<file path="config.mk">
export PLATFORM = sky130hd
export DESIGN_NAME = sdram_line_fetcher
export DESIGN_NICKNAME = d
export VERILOG_FILES = /design/src/rtl/sdram_vga_pkg.sv /design/src/rtl/sdram_line_fetcher_fetch_addr_gen.sv /design/src/rtl/sdram_line_fetcher.sv
export SDC_FILE = /design/constraint.sdc
export NUM_CORES = 1
export LEC_CHECK = 0
export BUFFER_PORTS_ARGS = -buffer_cell sky130_fd_sc_hd__buf_2
export CORE_ASPECT_RATIO = 1.4
export CORE_MARGIN = 10
export CORE_UTILIZATION = 40
export DETAILED_ROUTE_END_ITERATION = 16
export PLACE_DENSITY = 0.65
export SYNTH_ARGS = -nofsm -noshare
export SYNTH_HDL_FRONTEND = slang
export SYNTH_SLANG_ARGS = --single-unit
</file>
<file path="constraint.sdc">
create_clock -name clk_write -period 2 [get_ports clk_write]
set_input_delay 0.2 -clock clk_write [delete_from_list [all_inputs] [get_ports clk_write]]
set_output_delay 0.2 -clock clk_write [all_outputs]
set_load 0.005 [all_outputs]
</file>
<file path="src/rtl/sdram_vga_pkg.sv">
// Shared definitions for the SDRAM-to-VGA path: fetcher state encoding,
// default video geometry and frame buffer base addresses.
`timescale 1ns/1ps
package sdram_vga_pkg;

    // Line fetcher control states
    typedef enum logic [1:0] {
        ST_IDLE       = 2'd0,
        ST_WAIT_SPACE = 2'd1,
        ST_REQ        = 2'd2,
        ST_RECV       = 2'd3
    } fetch_state_e;

    // Default geometry: 640x480 frame, 8-word SDRAM bursts
    localparam int DEF_LINE_WORDS = 640;
    localparam int DEF_NUM_LINES  = 480;
    localparam int DEF_BURST_LEN  = 8;

    // Frame buffer word addresses
    localparam logic [23:0] FB_BASE_A = 24'h000000;
    localparam logic [23:0] FB_BASE_B = 24'h080000;

endpackage

</file>
<file path="src/rtl/sdram_line_fetcher_fetch_addr_gen.sv">
// Address and position tracking for the line fetcher: current burst address,
// beat / burst / line counters and the last-beat / last-burst / last-line flags.
`timescale 1ns/1ps
module fetch_addr_gen
    import sdram_vga_pkg::*;
#(
    parameter int                  SDRAM_AW     = 24,
    parameter int                  BURST_LEN    = DEF_BURST_LEN,
    parameter int                  LINE_WORDS   = DEF_LINE_WORDS,
    parameter int                  NUM_LINES    = DEF_NUM_LINES,
    parameter logic [SDRAM_AW-1:0] FRAME_BASE_A = FB_BASE_A,
    parameter logic [SDRAM_AW-1:0] FRAME_BASE_B = FB_BASE_B
) (
    input  logic                clk_write,
    input  logic                rst_n,
    input  logic                load_i,       // reload base, clear all counters
    input  logic                sel_i,        // base select used by load_i (1 = buffer B)
    input  logic                beat_clr_i,   // start of a new burst
    input  logic                beat_inc_i,   // one returned beat accepted
    output logic [SDRAM_AW-1:0] addr_o,
    output logic                burst_last_o, // current beat is the last of the burst
    output logic                line_last_o,  // current burst is the last of the line
    output logic                frame_last_o  // current burst is the last of the frame
);

    localparam int BURSTS_PER_LINE = LINE_WORDS / BURST_LEN;
    localparam int BEAT_W  = $clog2(BURST_LEN) + 1;
    localparam int BURST_W = $clog2(BURSTS_PER_LINE) + 1;
    localparam int LINE_W  = $clog2(NUM_LINES) + 1;

    logic [SDRAM_AW-1:0] addr_q, addr_d;
    logic [BEAT_W-1:0]   beat_q, beat_d;
    logic [BURST_W-1:0]  burst_q, burst_d;
    logic [LINE_W-1:0]   line_q, line_d;
    logic                step;

    assign burst_last_o = (beat_q == BEAT_W'(BURST_LEN - 1));
    assign line_last_o  = (burst_q == BURST_W'(BURSTS_PER_LINE - 1));
    assign frame_last_o = line_last_o && (line_q == LINE_W'(NUM_LINES - 1));
    assign addr_o       = addr_q;

    // A burst completes when its final beat is accepted
    assign step = beat_inc_i && burst_last_o;

    // Next-state for address and counters; a reload wins over everything
    always_comb begin
        addr_d  = addr_q;
        beat_d  = beat_q;
        burst_d = burst_q;
        line_d  = line_q;
        if (load_i) begin
            addr_d  = sel_i ? FRAME_BASE_B : FRAME_BASE_A;
            beat_d  = '0;
            burst_d = '0;
            line_d  = '0;
        end else begin
            if (beat_clr_i) begin
                beat_d = '0;
            end else if (beat_inc_i) begin
                beat_d = burst_last_o ? '0 : beat_q + 1'b1;
            end
            if (step) begin
                // Lines are contiguous, so the address simply advances (mod 2^SDRAM_AW)
                addr_d = addr_q + SDRAM_AW'(BURST_LEN);
                if (line_last_o) begin
                    burst_d = '0;
                    line_d  = frame_last_o ? '0 : line_q + 1'b1;
                end else begin
                    burst_d = burst_q + 1'b1;
                end
            end
        end
    end

    // Counter registers
    always_ff @(posedge clk_write or negedge rst_n) begin
        if (!rst_n) begin
            addr_q  <= '0;
            beat_q  <= '0;
            burst_q <= '0;
            line_q  <= '0;
        end else begin
            addr_q  <= addr_d;
            beat_q  <= beat_d;
            burst_q <= burst_d;
            line_q  <= line_d;
        end
    end

endmodule

</file>
<file path="src/rtl/sdram_line_fetcher.sv">
// SDRAM line fetcher: on frame start walks the frame buffer in fixed-length
// read bursts, issuing a burst only when the FIFO can absorb all of it, and
// forwards returned words to the FIFO write port with one cycle of latency.
// Optional build macro DOUBLE_BUFFER_EN adds buf_sel to choose buffer A or B
// at each accepted frame start.
`timescale 1ns/1ps
module sdram_line_fetcher
    import sdram_vga_pkg::*;
#(
    parameter int                  SDRAM_AW     = 24,
    parameter int                  DATA_WIDTH   = 16,
    parameter int                  FIFO_AW      = 11,
    parameter int                  BURST_LEN    = DEF_BURST_LEN,
    parameter int                  LINE_WORDS   = DEF_LINE_WORDS,
    parameter int                  NUM_LINES    = DEF_NUM_LINES,
    parameter logic [SDRAM_AW-1:0] FRAME_BASE_A = FB_BASE_A,
    parameter logic [SDRAM_AW-1:0] FRAME_BASE_B = FB_BASE_B
) (
    input  logic                  clk_write,
    input  logic                  rst_n,
    input  logic                  frame_start,
`ifdef DOUBLE_BUFFER_EN
    input  logic                  buf_sel,
`endif
    output logic                  rd_req,
    output logic [SDRAM_AW-1:0]   rd_addr,
    input  logic                  rd_ack,
    input  logic                  rd_valid,
    input  logic [DATA_WIDTH-1:0] rd_data,
    input  logic [FIFO_AW:0]      fifo_free,
    input  logic                  fifo_full,
    output logic                  fifo_wr_en,
    output logic [DATA_WIDTH-1:0] fifo_wr_data,
    output logic                  busy,
    output logic                  line_done,
    output logic                  overflow_err
);

    localparam logic [FIFO_AW:0] BURST_ROOM = (FIFO_AW + 1)'(BURST_LEN);

    fetch_state_e          state_q, state_d;
    logic                  restart_pend_q, restart_pend_d;
    logic                  wr_en_q, wr_en_d;
    logic [DATA_WIDTH-1:0] wr_data_q, wr_data_d;
    logic                  line_done_q, line_done_d;
    logic                  overflow_q, overflow_d;

    logic load, load_sel, beat_clr, beat_inc;
    logic burst_last, line_last, frame_last;
    logic restart_req;

    // A restart is due if one is pending or a new frame starts right now
    assign restart_req = restart_pend_q | frame_start;

`ifdef DOUBLE_BUFFER_EN
    logic sel_pend_q, sel_pend_d;
    // buf_sel is captured with the frame_start that requests the reload
    assign load_sel = frame_start ? buf_sel : sel_pend_q;
`else
    assign load_sel = 1'b0;
`endif

    fetch_addr_gen #(
        .SDRAM_AW    (SDRAM_AW),
        .BURST_LEN   (BURST_LEN),
        .LINE_WORDS  (LINE_WORDS),
        .NUM_LINES   (NUM_LINES),
        .FRAME_BASE_A(FRAME_BASE_A),
        .FRAME_BASE_B(FRAME_BASE_B)
    ) u_addr_gen (
        .clk_write   (clk_write),
        .rst_n       (rst_n),
        .load_i      (load),
        .sel_i       (load_sel),
        .beat_clr_i  (beat_clr),
        .beat_inc_i  (beat_inc),
        .addr_o      (rd_addr),
        .burst_last_o(burst_last),
        .line_last_o (line_last),
        .frame_last_o(frame_last)
    );

    assign rd_req       = (state_q == ST_REQ);
    assign busy         = (state_q != ST_IDLE);
    assign fifo_wr_en   = wr_en_q;
    assign fifo_wr_data = wr_data_q;
    assign line_done    = line_done_q;
    assign overflow_err = overflow_q;

    // Next-state and datapath control
    always_comb begin
        state_d        = state_q;
        restart_pend_d = restart_pend_q;
        wr_en_d        = 1'b0;
        wr_data_d      = wr_data_q;
        line_done_d    = 1'b0;
        overflow_d     = overflow_q | ((state_q == ST_RECV) && rd_valid && fifo_full);
        load           = 1'b0;
        beat_clr       = 1'b0;
        beat_inc       = 1'b0;
`ifdef DOUBLE_BUFFER_EN
        sel_pend_d     = sel_pend_q;
        if (frame_start && (state_q != ST_IDLE)) begin
            sel_pend_d = buf_sel;
        end
`endif
        case (state_q)
            ST_IDLE: begin
                if (frame_start) begin
                    load    = 1'b1;
                    state_d = ST_WAIT_SPACE;
                end
            end
            ST_WAIT_SPACE: begin
                // Burst boundary: a restart is applied here before any new request
                if (restart_req) begin
                    load           = 1'b1;
                    restart_pend_d = 1'b0;
                end else if (fifo_free >= BURST_ROOM) begin
                    state_d = ST_REQ;
                end
            end
            ST_REQ: begin
                if (frame_start) begin
                    restart_pend_d = 1'b1;
                end
                if (rd_ack) begin
                    beat_clr = 1'b1;
                    state_d  = ST_RECV;
                end
            end
            ST_RECV: begin
                if (frame_start) begin
                    restart_pend_d = 1'b1;
                end
                if (rd_valid) begin
                    beat_inc  = 1'b1;
                    wr_en_d   = 1'b1;
                    wr_data_d = rd_data;
                    if (burst_last) begin
                        line_done_d = line_last;
                        if (restart_req) begin
                            load           = 1'b1;
                            restart_pend_d = 1'b0;
                            state_d        = ST_WAIT_SPACE;
                        end else if (frame_last) begin
                            state_d = ST_IDLE;
                        end else begin
                            state_d = ST_WAIT_SPACE;
                        end
                    end
                end
            end
            default: state_d = ST_IDLE;
        endcase
    end

    // Control and output registers
    always_ff @(posedge clk_write or negedge rst_n) begin
        if (!rst_n) begin
            state_q        <= ST_IDLE;
            restart_pend_q <= 1'b0;
            wr_en_q        <= 1'b0;
            wr_data_q      <= '0;
            line_done_q    <= 1'b0;
            overflow_q     <= 1'b0;
`ifdef DOUBLE_BUFFER_EN
            sel_pend_q     <= 1'b0;
`endif
        end else begin
            state_q        <= state_d;
            restart_pend_q <= restart_pend_d;
            wr_en_q        <= wr_en_d;
            wr_data_q      <= wr_data_d;
            line_done_q    <= line_done_d;
            overflow_q     <= overflow_d;
`ifdef DOUBLE_BUFFER_EN
            sel_pend_q     <= sel_pend_d;
`endif
        end
    end

endmodule

</file>
## Word level (Yosys, flattened, before mapping)

Index checks and enable logic that the tools add are counted.

| operators by class | value |
|---|---|
| add/sub/neg operators | 4 |
| magnitude comparators | 1 |
| equal/unequal tests | 13 |
| muxes and demuxes | 40 |
| bitwise logic cells | 2 |
| reductions and logical operators | 14 |

Operator list:

| cell | count |
|---|---|
| $mux 24 | 2 |
| $mux 10 | 4 |
| $add 24x4->24 const B | 1 |
| $mux 8 | 3 |
| $mux 1 | 18 |
| $mux 4 | 4 |
| $ge 12x4->1 const B | 1 |
| $mux 2 | 6 |
| $add 10x1->10 const B | 1 |
| $eq 10x9->1 const B | 1 |
| $ne 2x2->1 const B | 5 |
| $add 8x1->8 const B | 1 |
| $eq 8x7->1 const B | 1 |
| $pmux 2 s4 | 1 |
| $pmux 1 s3 | 2 |
| $reduce_and 2->1 | 3 |
| $reduce_and 6->1 | 1 |
| $reduce_bool 2->1 | 3 |
| $reduce_bool 3->1 | 2 |
| $add 4x1->4 const B | 1 |
| $eq 2x2->1 const B | 2 |
| $eq 4x3->1 const B | 1 |
| $logic_and 1x1->1 | 4 |
| $ne 2x1->1 const B | 2 |
| other kinds (3) | 4 |

| storage, ports and cells | value |
|---|---|
| bits in registers | 68 |
| input bits | 34 |
| word-level logic and storage cells | 84 |

## Longest topological paths before layout

Gate-level depths: netlist (run 1).

| logic depth | value |
|---|---|
| depth after elaboration | 7 |
| mapped depth | 8 |
| depth with buffers taken out | 8 |

## Modules after synthesis

A second synthesis (run 1) with hierarchy kept.

| second synthesis, totals | value |
|---|---|
| cell total of the unflattened synthesis | 315 |
| area total of the unflattened synthesis | 3339.5 um^2 |

Modules (own cells, without submodules):

| module | times used | cells an instance | area an instance (um^2) | sequential area each (um^2) |
|---|---|---|---|---|
| fetch_addr_gen | 1 | 240 | 2339.7 | 1076.0 |
| sdram_line_fetcher | 1 | 75 | 999.7 | 550.5 |

## Worst setup path before layout (run 1)

OpenSTA, ideal clock, no wires.

| timing | value |
|---|---|
| path type | register to register |
| start point | register state_q[1] |
| end point | register u_addr_gen.addr_q[20] (netlist: u_addr_gen.addr_o[20]) |
| data arrival time | 1737 ps |
| required time | 1868 ps |
| path slack | 131 ps |
| cell stages (with the launch flop) | 9 |
| buffers on the path | 1 |
| path through | dfrtp_1 > inv_1 > ha_1 > nor2_1 > o32ai_1 > clkbuf_1 > nand3_1 > xor2_1 > nor2_1 |

| on the way | value |
|---|---|
| cells in the longest elaborated chain, start to end | 4 |

RTL lines:

| item | RTL line | source |
|---|---|---|
| start: declaration | sdram_line_fetcher.sv:41 | `fetch_state_e state_q, state_d;` |
| start signal: assignment | sdram_line_fetcher.sv:171 | `state_q <= state_d;` |
| $eq 2x2->1 | sdram_line_fetcher.sv:107 | `case (state_q)` |
| $mux 1 | sdram_line_fetcher.sv:107 |  |
| $logic_and 1x1->1 | sdram_line_fetcher_fetch_addr_gen.sv:43 | `assign step = beat_inc_i && burst_last_o;` |
| $reduce_bool 2->1 (no source line) | - |  |
| end signal: assignment | sdram_line_fetcher_fetch_addr_gen.sv:83 | `addr_q <= addr_d;` |
| end: declaration | sdram_line_fetcher_fetch_addr_gen.sv:31 | `logic [SDRAM_AW-1:0] addr_q, addr_d;` |

Parallel ways exist; a longest one is shown, timed or not.
A chain may end at the register's enable or synchronous reset.

## Worst setup path in the final report (run 1)

| timing | value |
|---|---|
| start point | register u_addr_gen.burst_q[7] |
| end point | register u_addr_gen.line_q[5] |

| on the way | value |
|---|---|
| cells in the longest elaborated chain, start to end | 6 |

RTL lines:

| item | RTL line | source |
|---|---|---|
| start: declaration | sdram_line_fetcher_fetch_addr_gen.sv:33 | `logic [BURST_W-1:0] burst_q, burst_d;` |
| start signal: assignment | sdram_line_fetcher_fetch_addr_gen.sv:85 | `burst_q <= burst_d;` |
| $eq 8x7->1 (*) | sdram_line_fetcher_fetch_addr_gen.sv:38 | `assign line_last_o = (burst_q == BURST_W'(BURSTS_PER_LINE - 1));` |
| $logic_and 1x1->1 | sdram_line_fetcher_fetch_addr_gen.sv:39 | `assign frame_last_o = line_last_o && (line_q == LINE_W'(NUM_LINES - 1));` |
| $mux 10 | sdram_line_fetcher_fetch_addr_gen.sv:67 | `line_d = frame_last_o ? '0 : line_q + 1'b1;` |
| $mux 10 | sdram_line_fetcher_fetch_addr_gen.sv:65 | `if (line_last_o) begin` |
| $mux 10 | sdram_line_fetcher_fetch_addr_gen.sv:62 | `if (step) begin` |
| $mux 10 | sdram_line_fetcher_fetch_addr_gen.sv:51 | `if (load_i) begin` |
| end signal: assignment | sdram_line_fetcher_fetch_addr_gen.sv:86 | `line_q <= line_d;` |
| end: declaration | sdram_line_fetcher_fetch_addr_gen.sv:34 | `logic [LINE_W-1:0] line_q, line_d;` |

Every way passes the cells marked *; elsewhere a longest branch is shown, timed or not. The select of a mux whose other input is x is not followed.

==> results of run 1 <==
==> stage by stage <==
stage / power (mW) / setup WS [ps]
4_1_cts: 4.13 / 7.51
2_1_floorplan: 2.42 / 131
3_3_place_gp: 2.93 / 89.8
5_1_grt: 4.49 / -24.9
6_report: 4.19 / 88.4
3_5_place_dp: 2.98 / -12.0
==> worst max-delay path, cell delays in order (launching register included) <==
cell and delay [ps]:
dfrtp_1 420, nor4b_4 400, nand4_4 180, clkinv_1 100, buf_4 150, nand2_1 70
or3b_1 360, a21oi_1 140
==> cell usage after synthesis, drive strengths merged, types with 2 or more instances <==
library cell	instances
a21o	3
a21oi	15
a311oi	2
a31oi	2
and3	9
and4	3
buf	9
clkbuf	5
dfrtp	65
ha	9
inv	8
mux2	2
nand2	70
nand3	21
nand4	15
nor2	45
nor2b	2
nor3	6
nor4	3
nor4b	2
o211ai	2
o21ai	5
or4	3
xnor2	3
xor2	25
==> layout by cell type, fill, tap and decap left out, types with 3 or more instances in the layout <==
cell type  synthesis  final
and3_1             8      8
dfrtp_1           65     65
conb_1             1      3
nand2_1           69     69
nor4_1             3      3
nand3_1           21     21
ha_1               9      5
buf_4              3     27
clkbuf_8           0     11
o21ai_0            5      5
xor2_1            25     25
nor2_1            45     44
inv_1              8      8
nand4_1           14     14
ha_2               0      4
a21o_1             3      3
nor3_1             6      6
a21oi_1           14     13
xnor2_1            3      3
buf_2              2     72
==> power by group through the flow <==
| stage | sequential [mW] | combinational (mW) | clock (mW) |
|---|---|---|---|
| finish | 1.67 | 1.40 | 1.12 |
| global route | 1.70 | 1.60 | 1.20 |
| CTS | 1.67 | 1.31 | 1.15 |
| detailed placement | 1.69 | 1.30 | 0 |
| global placement | 1.67 | 1.25 | 0 |
| floorplan | 1.69 | 0.725 | 0 |
==> state kept, by name, indices dropped and copies added (netlist names) <==
signal and flops:
state_q 2, fifo_wr_data 16, u_addr_gen.line_q 10, u_addr_gen.beat_q 4
u_addr_gen.addr_o 21, overflow_err 1, restart_pend_q 1, u_addr_gen.burst_q 8
line_done 1, fifo_wr_en 1
==> metal layers <==
layer	up-vias	routed length, um
li1	1381	-
met1	1351	3120
met2	73	4050
met3	14	580
met4	0	202
met5	-	0
==> area by class of cell <==
| cell class | count | area, sq um | area share (%) |
|---|---|---|---|
| flip-flops and latches | 65 | 1630 | 39.3 |
| multi-input cells | 262 | 1550 | 37.3 |
| repair buffers | 103 | 616 | 14.9 |
| clock buffers | 12 | 155 | 3.74 |
| well taps | 100 | 125 | 3.02 |
| clock inverters | 3 | 40.0 | 0.966 |
| inverters | 9 | 33.8 | 0.815 |
==> repair_timing <==
item | in CTS | in global routing
setup buffers | 0 | 1
hold buffers | 1 | 0
endpoints found under the setup margin | 1 | 17
gates cloned | 0 | 1
pin swaps | 0 | 1
gates resized for setup | 1 | 13
endpoints found under the hold margin | 20 | 0
==> how the worst max path moves through the flow <==
stage / start / slack (ps) / depth (start not counted) / end
after global routing: state_q[0] / -20 / 7 / u_addr_gen.burst_q[3]
after detailed placement: state_q[1] / -10 / 7 / u_addr_gen.addr_o[17]
after floorplan: state_q[1] / 130 / 8 / u_addr_gen.addr_o[20]
after global placement: state_q[1] / 90 / 7 / u_addr_gen.addr_o[17]
after CTS: state_q[1] / 8 / 9 / u_addr_gen.line_q[5]
final: u_addr_gen.burst_q[7] / 90 / 7 / u_addr_gen.line_q[5]
==> cell families after synthesis <==
logic type,Yosys count
buffers and inverters,23
AO/OA/AOI/OAI,34
multiplexers,2
other,1
flip-flops,65
adder cells (fa/ha/maj),9
AND/OR/NAND/NOR,186
XOR/XNOR,28
==> results.yml, run 1 <==
clock_tree:
  htreeDepth: 3
  cts-root-buf: "clkbuf_8"
  insertion_delay_ps: 340
  cts_buffers: 9
  path_clk_slew_ps: 70
  tritoncts: "built"
  cts_sinks: 65
  cts_max_path_buffers: 2
floorplanning:
  rows: 38
  core-area_sq_um: 7800
  ioPinCount: 79
  chipHeight_um: 126
  dieArea_sq_um: 12100
  die_w_um: 96.0
  initial_core_util_pct: 41.4
sta:
  rsz0062_at_grt: "true"
  min_period_ps: 1910
  fin_skew_ps: 6.20
  fmax_mhz: 523
  finalSetupViolations: 0
  finalSetupTns_ps: 0
  fin_crit_sh_pct: 95.6
  finalMaxSlewViolations: 0
  hold_violations: 0
  hold_slack_ps: 43.7
setup_path:
  criticalPathCategory: "reg -> reg"
  crit_arrival_ps: 2170
  startpoint_type: "flop"
  cp_max_fo: 7
  required_ps: 2260
  reg2reg_to: "u_addr_gen.line_q[5]"
  r2r_slack_ps: 90
  r2r_cells: 7
  reg2reg_from: "u_addr_gen.burst_q[7]"
  endpoint_kind: "flop"
pwr:
  powerDensity_nw_per_um2: 1010
  switching_share_pct: 33.7
  seq_power_share_pct: 39.8
  netSwitchingPower_mw: 1.41
  pwr-share-comb_pct: 33.5
  pwr-share-clk_pct: 26.7
  peakVddDrop_uv: 580
  power.leakage_nw: 2.15
  p_int_mw: 2.78
layout:
  finalInstanceArea_sq_um: 4140
  area_growth_pct: 28.3
  drive_above_1_share_pct: 30.2
  final_nets: 493
  final_cells: 554
  post-route-util_pct: 53.1
  antenna_cells: 0
  fillCellCount: 748
synthesis:
  syn-instance-count: 348
  yosys_most_used_dff: "dfrtp_1"
  ys_seq_area_share_pct: 50.3
  muxShareOfSynthArea_pct: 0.697
  synth_simple_gate_area_share_pct: 27.9
  synth-seq-cells: 65
  ys_types: 49
  async_flop_share_pct: 100
  synth.top_cells.by_area: "dfrtp_1 (50%), nand2_1 (8.0%), xor2_1 (6.8%), nor2_1 (5.2%), ha_1 (3.5%)"
  synthAdderAreaFrac_pct: 3.49
  syn_avg_cell_area_sq_um: 9.28
  synth_top_area_share_pct: 50.3
  yosys_warnings: 0
  yosys.area.top_type: "dfrtp_1"
  synthXorXnorAreaFrac_pct: 7.59
  synth_top_family_by_area: "simple AND/OR/NAND/NOR gates"
  synth_edf_count: 0
  synth_compound_area_share_pct: 6.55
  syn_area_sq_um: 3230
global_routing:
  grt-busiest-layer: "met2"
  grt-ovfl-total: 0
  grt_pass1_wl_um: 13100
  grt_use_total_pct: 13.4
  use_met1_pct: 13.9
  antenna_found_initial: 0
  grt_max_degree: 37
  grt_use_met2_pct: 23.3
  grt_use_met3_pct: 4.49
  grt_pass1_vias: 2956
min_path:
  hp-start: "rd_data[5]"
  min_path_cells: 3
  hold_path_end: "fifo_wr_data[5]"
  hp-class: "in -> reg"
placement:
  gp_congestion: 0.778
  place_inst: 536
  io_buffers: 72
  place_hpwl_um: 5890
  placed_area_sq_um: 3870
drt:
  firstDrtPassIters: 6
  via_count: 2819
  detail_route.wl_per_cell_um: 14.4
  drt.antenna.violating_nets: 0
  avgViaCountPerCell: 5.09
  drc: 0
  drt_iter0_drc: 84
  wl_um: 7950
run_status:
  outcome: "finished clean"
job:
  cap_violations: 0
Power figures use the tool's default switching activity.
==> inputs of run 2 (changes only) <==
--- a/config.mk
+++ b/config.mk
@@ -9,6 +9,7 @@
 export CORE_ASPECT_RATIO = 1.4
 export CORE_MARGIN = 10
 export CORE_UTILIZATION = 40
+export CTS_BUF_LIST = sky130_fd_sc_hd__clkbuf_8
 export DETAILED_ROUTE_END_ITERATION = 16
 export PLACE_DENSITY = 0.65
 export SYNTH_ARGS = -nofsm -noshare
==> run 2 against run 1 <==
Register-to-register slack hardly changed. Clock power hardly changed. Combinational power hardly changed. Worst setup slack better by 2.1 ps. First-iteration DRC count stayed put. Hold slack hardly changed. Via count hardly changed. Cell count stayed put. Die area stayed put. Routed wire length hardly changed. Critical path depth stayed put.
==> results.yml, run 2 (synthesis gave the netlist of run 1 again) <==
placement:
  gp_congestion: 0.778
  place_inst: 536
  io_buffers: 72
  dp_slack_ps: -12.0
  place_hpwl_um: 5890
pwr:
  switching_share_pct: 33.8
  pwr-share-comb_pct: 33.5
  powerDensity_nw_per_um2: 1010
  finalPower_mw: 4.19
  p_int_mw: 2.77
  pwr-share-clk_pct: 26.6
  peakVddDrop_uv: 580
  power.leakage_nw: 2.15
  seq_power_share_pct: 39.8
  netSwitchingPower_mw: 1.41
min_path:
  hold_path_end: "fifo_wr_data[5]"
  min_path_cells: 3
  hp-class: "in -> reg"
  hp-start: "rd_data[5]"
job:
  cap_violations: 0
setup_path:
  required_ps: 2260
  startpoint_type: "flop"
  endpoint_kind: "flop"
  criticalPathCategory: "reg -> reg"
  r2r_cells: 7
  cp_max_fo: 7
  r2r_slack_ps: 90
  reg2reg_from: "u_addr_gen.burst_q[7]"
  crit_arrival_ps: 2170
  reg2reg_to: "u_addr_gen.line_q[5]"
layout:
  drive_above_1_share_pct: 30.2
  largest_register_ffs: 21
  area_growth_pct: 28.3
  final_cell_mix: "buf_2 (72), nand2_1 (69), dfrtp_1 (65)"
  final_common_cell: "buf_2"
  post-route-util_pct: 53.1
  antenna_cells: 0
  final_nets: 493
  final_cells: 554
floorplanning:
  rows: 38
  initial_core_util_pct: 41.4
  chipHeight_um: 126
  ioPinCount: 79
  core-area_sq_um: 7800
  die_w_um: 96.0
  dieArea_sq_um: 12100
global_routing:
  antenna_found_initial: 0
  grt_pass1_wl_um: 13100
  grt_pass1_vias: 2956
  grt-ovfl-total: 0
  grt_max_degree: 37
  grt_use_total_pct: 13.4
drt:
  drt.antenna.violating_nets: 0
  drt_iter0_drc: 84
  firstDrtPassIters: 6
  avgViaCountPerCell: 5.08
  detail_route.wl_per_cell_um: 14.4
  wl_um: 7960
  via_count: 2817
  drc: 0
sta:
  fin_skew_ps: 6.20
  fin_crit_sh_pct: 95.5
  finalSetupTns_ps: 0
  min_period_ps: 1910
  finalMaxSlewViolations: 0
  rsz0062_at_grt: "true"
  finalSetupViolations: 0
  fmax_mhz: 524
  fin_ws_ps: 90.5
  hold_violations: 0
clock_tree:
  cts_buffers: 9
  cts_sinks: 65
  cts-root-buf: "clkbuf_8"
  cts_max_path_buffers: 2
  tritoncts: "built"
  insertion_delay_ps: 340
  htreeDepth: 3
  path_clk_slew_ps: 70
run_status:
  outcome: "finished clean"
[run 2: final cells by class]
class / instances / area (sq um)
timing repair buffer: 103 / 616
tap: 100 / 125
clock buffer: 11 / 151
sequential: 65 / 1630
fill: 748 / 3650
clock inverter: 4 / 43.8
multi-input combinational: 262 / 1550
inverter: 9 / 33.8
[run 2: stage by stage]
stage / hold slack (ps) / cell area, sq um
6_report: 43.3 / 4140
3_3_place_gp: 195 / 3870
4_1_cts: 34.2 / 4080
2_1_floorplan: -95.6 / 3240
5_1_grt: 46.9 / 4140
3_5_place_dp: 208 / 3870
[run 2: power groups by stage]
stage / Sequential, mW / Clock [mW] / Combinational (mW)
floorplan: 1.69 / 0 / 0.725
global placement: 1.67 / 0 / 1.25
detailed placement: 1.69 / 0 / 1.30
CTS: 1.67 / 1.15 / 1.31
global route: 1.70 / 1.20 / 1.60
finish: 1.67 / 1.12 / 1.40
[run 2: how the worst max path moves through the flow]
| stage | from | to | slack [ps] |
|---|---|---|---|
| after CTS | state_q[1] | u_addr_gen.line_q[5] | 8 |
| after floorplan | state_q[1] | u_addr_gen.addr_o[20] | 130 |
| after global placement | state_q[1] | u_addr_gen.addr_o[17] | 90 |
| after global routing | state_q[0] | u_addr_gen.burst_q[3] | -20 |
| after detailed placement | state_q[1] | u_addr_gen.addr_o[17] | -10 |
| final | u_addr_gen.burst_q[7] | u_addr_gen.line_q[5] | 90 |
[run 2: worst max-delay path: stages, from the launching register on]
cell and delay (ps):
dfrtp_1 430, nor4b_4 400, nand4_4 180, clkinv_1 100, buf_4 150, nand2_1 70
or3b_1 360, a21oi_1 140
[run 2: timing repair]
item,in CTS,in global routing
hold buffers,1,0
resized for setup,1,13
hold endpoints to repair,20,0
cloned,0,1
pin swaps,0,1
endpoints found under the setup margin,1,17
buffers inserted,0,1
[run 2: metal layers]
| metal | vias to the layer above | track usage (%) | part of all wire [%] |
|---|---|---|---|
| met5 | - | 0 | 0 |
| met4 | 0 | 6.88 | 2.5 |
| met3 | 14 | 4.49 | 7.2 |
| met2 | 78 | 23.3 | 51 |
| li1 | 1381 | - | - |
| met1 | 1344 | 13.9 | 40 |
